### src/rtl/serial_cmd_frame_decoder.sv
// Pops bytes from the RX fifo and validates SOF SOF SPACE LEN PAYLOAD[LEN] [CSUM] EOF EOF,
// exposing the payload, an error code and the count of bytes consumed.
module serial_cmd_frame_decoder #(
  parameter int         MAX_PAYLOAD_BYTES = 8,
  parameter logic [7:0] SOF_BYTE          = 8'hFF,
  parameter logic [7:0] SPACE_BYTE        = 8'h00,
  parameter logic [7:0] EOF_BYTE          = 8'hEE,
  parameter bit         CHECKSUM_EN       = 1'b0,
  parameter int         TIMEOUT_CYCLES    = 1024
) (
  input  logic                           clk,
  input  logic                           rst,
  input  logic                           cmd_ready,
  input  logic                           cmd_processed_received,
  input  logic                           fifo_empty,
  input  logic [7:0]                     fifo_data,
  output logic                           fifo_pop,
  output logic                           busy,
  output logic                           cmd_processed,
  output logic                           cmd_decode_success,
  output logic [2:0]                     cmd_error_code,
  output logic [7:0]                     cmd_bytes_processed,
  output logic [7:0]                     cmd_payload_len,
  output logic [8*MAX_PAYLOAD_BYTES-1:0] cmd_payload
);
  localparam int            TW      = $clog2(TIMEOUT_CYCLES + 1);
  localparam logic [TW-1:0] TO_LAST = TW'(TIMEOUT_CYCLES - 1);
  localparam logic [7:0]    MAX_LEN = 8'(MAX_PAYLOAD_BYTES);
  localparam int            PW      = 8*MAX_PAYLOAD_BYTES;

  localparam logic [2:0] E_OK = 3'd0, E_SOF = 3'd1, E_SPACE = 3'd2, E_LEN = 3'd3,
                         E_CSUM = 3'd4, E_EOF = 3'd5, E_TIMEOUT = 3'd6;

  typedef enum logic [3:0] {
    S_IDLE, S_SOF1, S_SOF2, S_SPACE, S_LEN, S_PAYLOAD, S_CSUM, S_EOF1, S_EOF2, S_FLUSH, S_DONE
  } state_t;

  state_t        state_q, state_d;
  logic          cap_q, cap_d;
  logic          rdy_q;
  logic [TW-1:0] to_cnt_q, to_cnt_d;
  logic [7:0]    idx_q, idx_d;
  logic [7:0]    csum_q, csum_d;
  logic [7:0]    cnt_q, cnt_d;
  logic [7:0]    len_q, len_d;
  logic [PW-1:0] pay_q, pay_d;
  logic [2:0]    err_q, err_d;
  logic          succ_q, succ_d;
  logic          busy_q, busy_d;
  logic          proc_q, proc_d;

  logic       start, reading, fail, done;
  logic [2:0] fail_code;

  assign start    = cmd_ready && !rdy_q;
  assign reading  = (state_q != S_IDLE) && (state_q != S_DONE);
  // Each byte takes an ISSUE cycle (pop) and a CAPTURE cycle (sample), so pops never abut.
  assign fifo_pop = reading && !cap_q && !fifo_empty;

  always_comb begin
    state_d   = state_q;
    cap_d     = cap_q;
    to_cnt_d  = to_cnt_q;
    idx_d     = idx_q;
    csum_d    = csum_q;
    cnt_d     = cnt_q;
    len_d     = len_q;
    pay_d     = pay_q;
    err_d     = err_q;
    succ_d    = succ_q;
    busy_d    = busy_q;
    proc_d    = proc_q;
    fail      = 1'b0;
    fail_code = E_OK;
    done      = 1'b0;
    case (state_q)
      S_IDLE: begin
        if (start) begin
          busy_d   = 1'b1;
          pay_d    = '0;
          len_d    = '0;
          err_d    = E_OK;
          succ_d   = 1'b0;
          cnt_d    = '0;
          csum_d   = '0;
          to_cnt_d = '0;
          cap_d    = 1'b0;
          state_d  = S_SOF1;
        end
      end
      S_DONE: begin
        if (cmd_processed_received) begin
          proc_d  = 1'b0;
          state_d = S_IDLE;
        end
      end
      default: begin
        if (!cap_q) begin
          if (!fifo_empty) begin
            cap_d    = 1'b1;
            to_cnt_d = '0;
            if (cnt_q != 8'hFF) cnt_d = cnt_q + 8'd1;
          end else if (state_q == S_FLUSH) begin
            done = 1'b1;
          end else if (to_cnt_q == TO_LAST) begin
            err_d  = E_TIMEOUT;
            succ_d = 1'b0;
            done   = 1'b1;
          end else begin
            to_cnt_d = to_cnt_q + TW'(1);
          end
        end else begin
          cap_d = 1'b0;
          case (state_q)
            S_SOF1:  if (fifo_data != SOF_BYTE) begin fail = 1'b1; fail_code = E_SOF; end
                     else state_d = S_SOF2;
            S_SOF2:  if (fifo_data != SOF_BYTE) begin fail = 1'b1; fail_code = E_SOF; end
                     else state_d = S_SPACE;
            S_SPACE: if (fifo_data != SPACE_BYTE) begin fail = 1'b1; fail_code = E_SPACE; end
                     else state_d = S_LEN;
            S_LEN: begin
              if (fifo_data == 8'd0 || fifo_data > MAX_LEN) begin
                fail      = 1'b1;
                fail_code = E_LEN;
              end else begin
                len_d   = fifo_data;
                csum_d  = fifo_data;
                idx_d   = '0;
                state_d = S_PAYLOAD;
              end
            end
            S_PAYLOAD: begin
              for (int i = 0; i < MAX_PAYLOAD_BYTES; i++)
                if (idx_q == 8'(i)) pay_d[8*i +: 8] = fifo_data;
              csum_d = csum_q ^ fifo_data;
              idx_d  = idx_q + 8'd1;
              if (idx_q == len_q - 8'd1) state_d = CHECKSUM_EN ? S_CSUM : S_EOF1;
            end
            S_CSUM:  if (fifo_data != csum_q) begin fail = 1'b1; fail_code = E_CSUM; end
                     else state_d = S_EOF1;
            S_EOF1:  if (fifo_data != EOF_BYTE) begin fail = 1'b1; fail_code = E_EOF; end
                     else state_d = S_EOF2;
            S_EOF2: begin
              if (fifo_data != EOF_BYTE) begin
                fail      = 1'b1;
                fail_code = E_EOF;
              end else begin
                succ_d = 1'b1;
                err_d  = E_OK;
                done   = 1'b1;
              end
            end
            default: ;
          endcase
        end
      end
    endcase
    // A bad frame drains the rest of itself before reporting.
    if (fail) begin
      err_d   = fail_code;
      succ_d  = 1'b0;
      state_d = S_FLUSH;
    end
    if (done) begin
      busy_d  = 1'b0;
      proc_d  = 1'b1;
      state_d = S_DONE;
    end
  end

  always_ff @(posedge clk or posedge rst) begin
    if (rst) begin
      state_q  <= S_IDLE;
      cap_q    <= 1'b0;
      rdy_q    <= 1'b0;
      to_cnt_q <= '0;
      idx_q    <= '0;
      csum_q   <= '0;
      cnt_q    <= '0;
      len_q    <= '0;
      pay_q    <= '0;
      err_q    <= E_OK;
      succ_q   <= 1'b0;
      busy_q   <= 1'b0;
      proc_q   <= 1'b0;
    end else begin
      state_q  <= state_d;
      cap_q    <= cap_d;
      rdy_q    <= cmd_ready;
      to_cnt_q <= to_cnt_d;
      idx_q    <= idx_d;
      csum_q   <= csum_d;
      cnt_q    <= cnt_d;
      len_q    <= len_d;
      pay_q    <= pay_d;
      err_q    <= err_d;
      succ_q   <= succ_d;
      busy_q   <= busy_d;
      proc_q   <= proc_d;
    end
  end

  assign busy                = busy_q;
  assign cmd_processed       = proc_q;
  assign cmd_decode_success  = succ_q;
  assign cmd_error_code      = err_q;
  assign cmd_bytes_processed = cnt_q;
  assign cmd_payload_len     = len_q;
  assign cmd_payload         = pay_q;

endmodule

### config.mk
export PLATFORM = sky130hd
export DESIGN_NAME = serial_cmd_frame_decoder
export DESIGN_NICKNAME = d
export VERILOG_FILES = /design/src/rtl/serial_cmd_frame_decoder.sv
export SDC_FILE = /design/constraint.sdc
export NUM_CORES = 1
export LEC_CHECK = 0
export BUFFER_PORTS_ARGS = -buffer_cell sky130_fd_sc_hd__buf_2
export CORE_MARGIN = 5
export CORE_UTILIZATION = 55
export DETAILED_ROUTE_END_ITERATION = 10
export PLACE_DENSITY = 0.9
export SLEW_MARGIN = 30
export SYNTH_ARGS = -nofsm -noshare
export SYNTH_HDL_FRONTEND = slang
export SYNTH_SLANG_ARGS = --single-unit
### constraint.sdc
create_clock -name clk -period 4.9 [get_ports clk]
set_clock_uncertainty 0.1 [all_clocks]
set_input_delay 0.245 -clock clk [delete_from_list [all_inputs] [get_ports clk]]
set_output_delay 0.245 -clock clk [all_outputs]
set_load 0.005 [all_outputs]
==> results.md <==
- Status: finished clean
- Post-Syn Area per Cell: about 11 um^2
- I/O pins: 100
- Post-Synthesis Cell Area: approximately 6400 um^2
- DRT Pass-1 Iters: 5
- HPWL after DPL: 11400 um
- Period Utilization, post-route: 68.9%
- Diodes inserted: 0
- R2R Setup Slk: approximately 1.5 ns
- Fraction of layout instances using a drive strength above 1: between 30 and 40%
- Initial antenna violation count: 0
- Drt initial violations: roughly 590
- Max-cap viol count: 0
- Htree depth: 4
- Final hold viol count: 0
- Worst r2r src: state_q[0]
- Reg-to-Reg End: cmd_payload_len[2]
- Crit. End Element: register
- CP Class: register to register
- Max stage delay on crit path: 0.79 ns
- Final setup vio count: 0
- Yosys reg bits: approximately 120
- Final Net Count: 694
- Final min period: 3.38 ns
- Die height: 118 um
- Total CTS buffers: 17
- Mapped Nets: 598
- WHS Path Cells: 3
- Routability cong.: ~0.9
- All-layer global routing usage: 24.1%
- Top cell by count, worst path: nor2_1
- Syn Inst Count: 578
- Vias per Instance: 6.16
- Slew HR: 38.3%
- Die W: 118 um
- Worst VDD drop: 279 uV
- Hold path start: fifo_data[7]
- Reg clk slew, reported paths: 0.06 ns
- CP max-delay cell: dfrtp_1
- Largest net degree at the start of global routing: 61
- Count of cell types in the netlist: 71
- Crit path launch: state_q[0]
- Slew Viols, Final: 0
- # fillers: 741
- Crit path depth: 6
- Core area: around 11000 um^2
- First-pass GRT wire length: 27300 um
- F_max: slightly below 300 MHz
- Critical path cell sequence: or4_1 -> nand2_1 -> nor3_2 -> nor2_1 -> nor2_1 -> mux2_2
- Yosys warning total: 0
- WL per Instance: about 20 um
- Crit path buffers/inverters: 0
- Placed instance area: 7020 um^2
- Setup ws final: 1.52 ns
- Num rows: 39
- Worst Reg-to-Reg Cells: 6
- CTS tree: done
- Area Growth Syn to Fin: 18.1%
- CP max FO: 21
- Worst slack at placement: 1.58 ns
- Worst hold path type: primary input to register
- Crit path arrival time: 3.57 ns
- Die ar.: 14000 um^2
- Clock sink count: 119
- Fin cells: 829
- Commonest cells after routing, fill and taps aside: 119 x dfrtp_1, 99 x buf_2, 56 x mux2_4
- Commonest non-fill, non-tap cell in the layout: dfrtp_1
- Routed wire length: 16800 um
- Final Total Pwr: 4.31 mW
- Delay-heaviest family, CP: simple AND/OR/NAND/NOR gates
- Detailed-route via count: 5103
- EDFF count, synth: 0
- Pwr dens: 566 nW/um^2
- Inst Count DP: 796
- Register area share after synthesis: 46.2%
- Max Buffers Root-to-Sink: 2
- Final ANT Viol Nets: 0
- RSZ-0062 raised after global routing: false
- CP startpoint kind: register
- DRC errors left: 0
- Resize count post-CTS: 0
- Total grt overflow: 0
- Root buf cell: clkbuf_16
- Static leakage: 3.76 nW
- Slew of the pin with the lowest slew margin: ~0.92 ns
- Required @ worst endpoint: 5.09 ns
- Initial core utilization: a little under three fifths
- Most used DFF post-synth: dfrtp_1
- Design area: approximately 7600 um^2
- I/O Buffers: 99
- Min Hold Slack: about 0.023 ns
- Async S/R FF share, synth: 100%
- Fin util: about two thirds
- Vias in the first global route: 5124
- Cts hold-fix bufs: 2
- Post-CTS Setup Inserts: 0
- WHS Endpoint: csum_q[7]
- Setup TNS: 0 ns
- Clk Latency, worst-skew pair: 0.42 ns
## state kept, by name, summed over array words and instances (netlist names), 3 cells and up
register / count
cmd_payload: 64
to_cnt_q: 11
cmd_bytes_processed: 8
cmd_payload_len: 8
csum_q: 8
idx_q: 8
state_q: 4
cmd_error_code: 3
## power by group
part	switching (mW)	internal (mW)
combinational	0.710	0.726
clock	0.459	0.773
sequential	0.339	1.31
## worst max-delay path by stage
stage	endpoint	slack (ns)
2_1_floorplan	busy	1.40
3_3_place_gp	cmd_payload_len[2]	1.73
3_5_place_dp	cmd_payload_len[2]	1.58
4_1_cts	cmd_payload_len[2]	1.59
5_1_grt	cmd_payload_len[2]	1.23
6_report	cmd_payload_len[2]	1.52
## routing by layer
metal	track usage (%)	share of wire (%)	routed length [um]
met5	0	0	0
met4	12.4	4.3	727
met3	5.16	5.9	992
met2	39.4	50	8370
met1	30.2	40	6680
## cell type report
class / instances / area [um^2] / area share [%]
tap: 143 / 179 / 2.35
multi-input combinational: 423 / 3310 / 43.4
timing repair buffer: 103 / 531 / 6.96
sequential: 119 / 2980 / 39.1
clock inverter: 11 / 124 / 1.63
clock buffer: 20 / 457 / 6.00
inverter: 10 / 40.0 / 0.526
## Yosys cell counts, types with 8 or more instances
| cell | n | area share (%) |
|---|---|---|
| o21ai_0 | 40 | 3.1 |
| xnor2_1 | 19 | 2.6 |
| nand2_1 | 55 | 3.2 |
| nand4_1 | 11 | 1.1 |
| nor2b_1 | 10 | 0.97 |
| a31oi_1 | 8 | 0.78 |
| nor2_1 | 45 | 2.6 |
| inv_1 | 10 | 0.58 |
| clkbuf_1 | 14 | 0.81 |
| a21oi_1 | 17 | 1.3 |
| xor2_1 | 13 | 1.8 |
| dfrtp_1 | 119 | 46 |
| mux2_2 | 10 | 1.7 |
| nor3_1 | 8 | 0.62 |
| mux2_4 | 56 | 13 |
| nand3_1 | 17 | 1.3 |
## cells by family (layout without fill, tap and decap cells)
group | Yosys count | after routing | share of synthesized area, %
compound gates | 100 | 100 | 10.9
xor+xnor | 32 | 32 | 4.35
fa+ha+maj | 7 | 7 | 1.36
buf+inv | 36 | 144 | 2.52
flops | 119 | 119 | 46.2
mux | 70 | 70 | 15.4
simple gates | 214 | 214 | 19.3
## worst reg2reg max path, stage by stage (launching register included)
cell,delay [ns]
dfrtp_1,0.79
or4_1,0.76
nand2_1,0.25
nor3_2,0.39
nor2_1,0.07
nor2_1,0.50
mux2_2,0.41
Power figures use the tool's default switching activity.
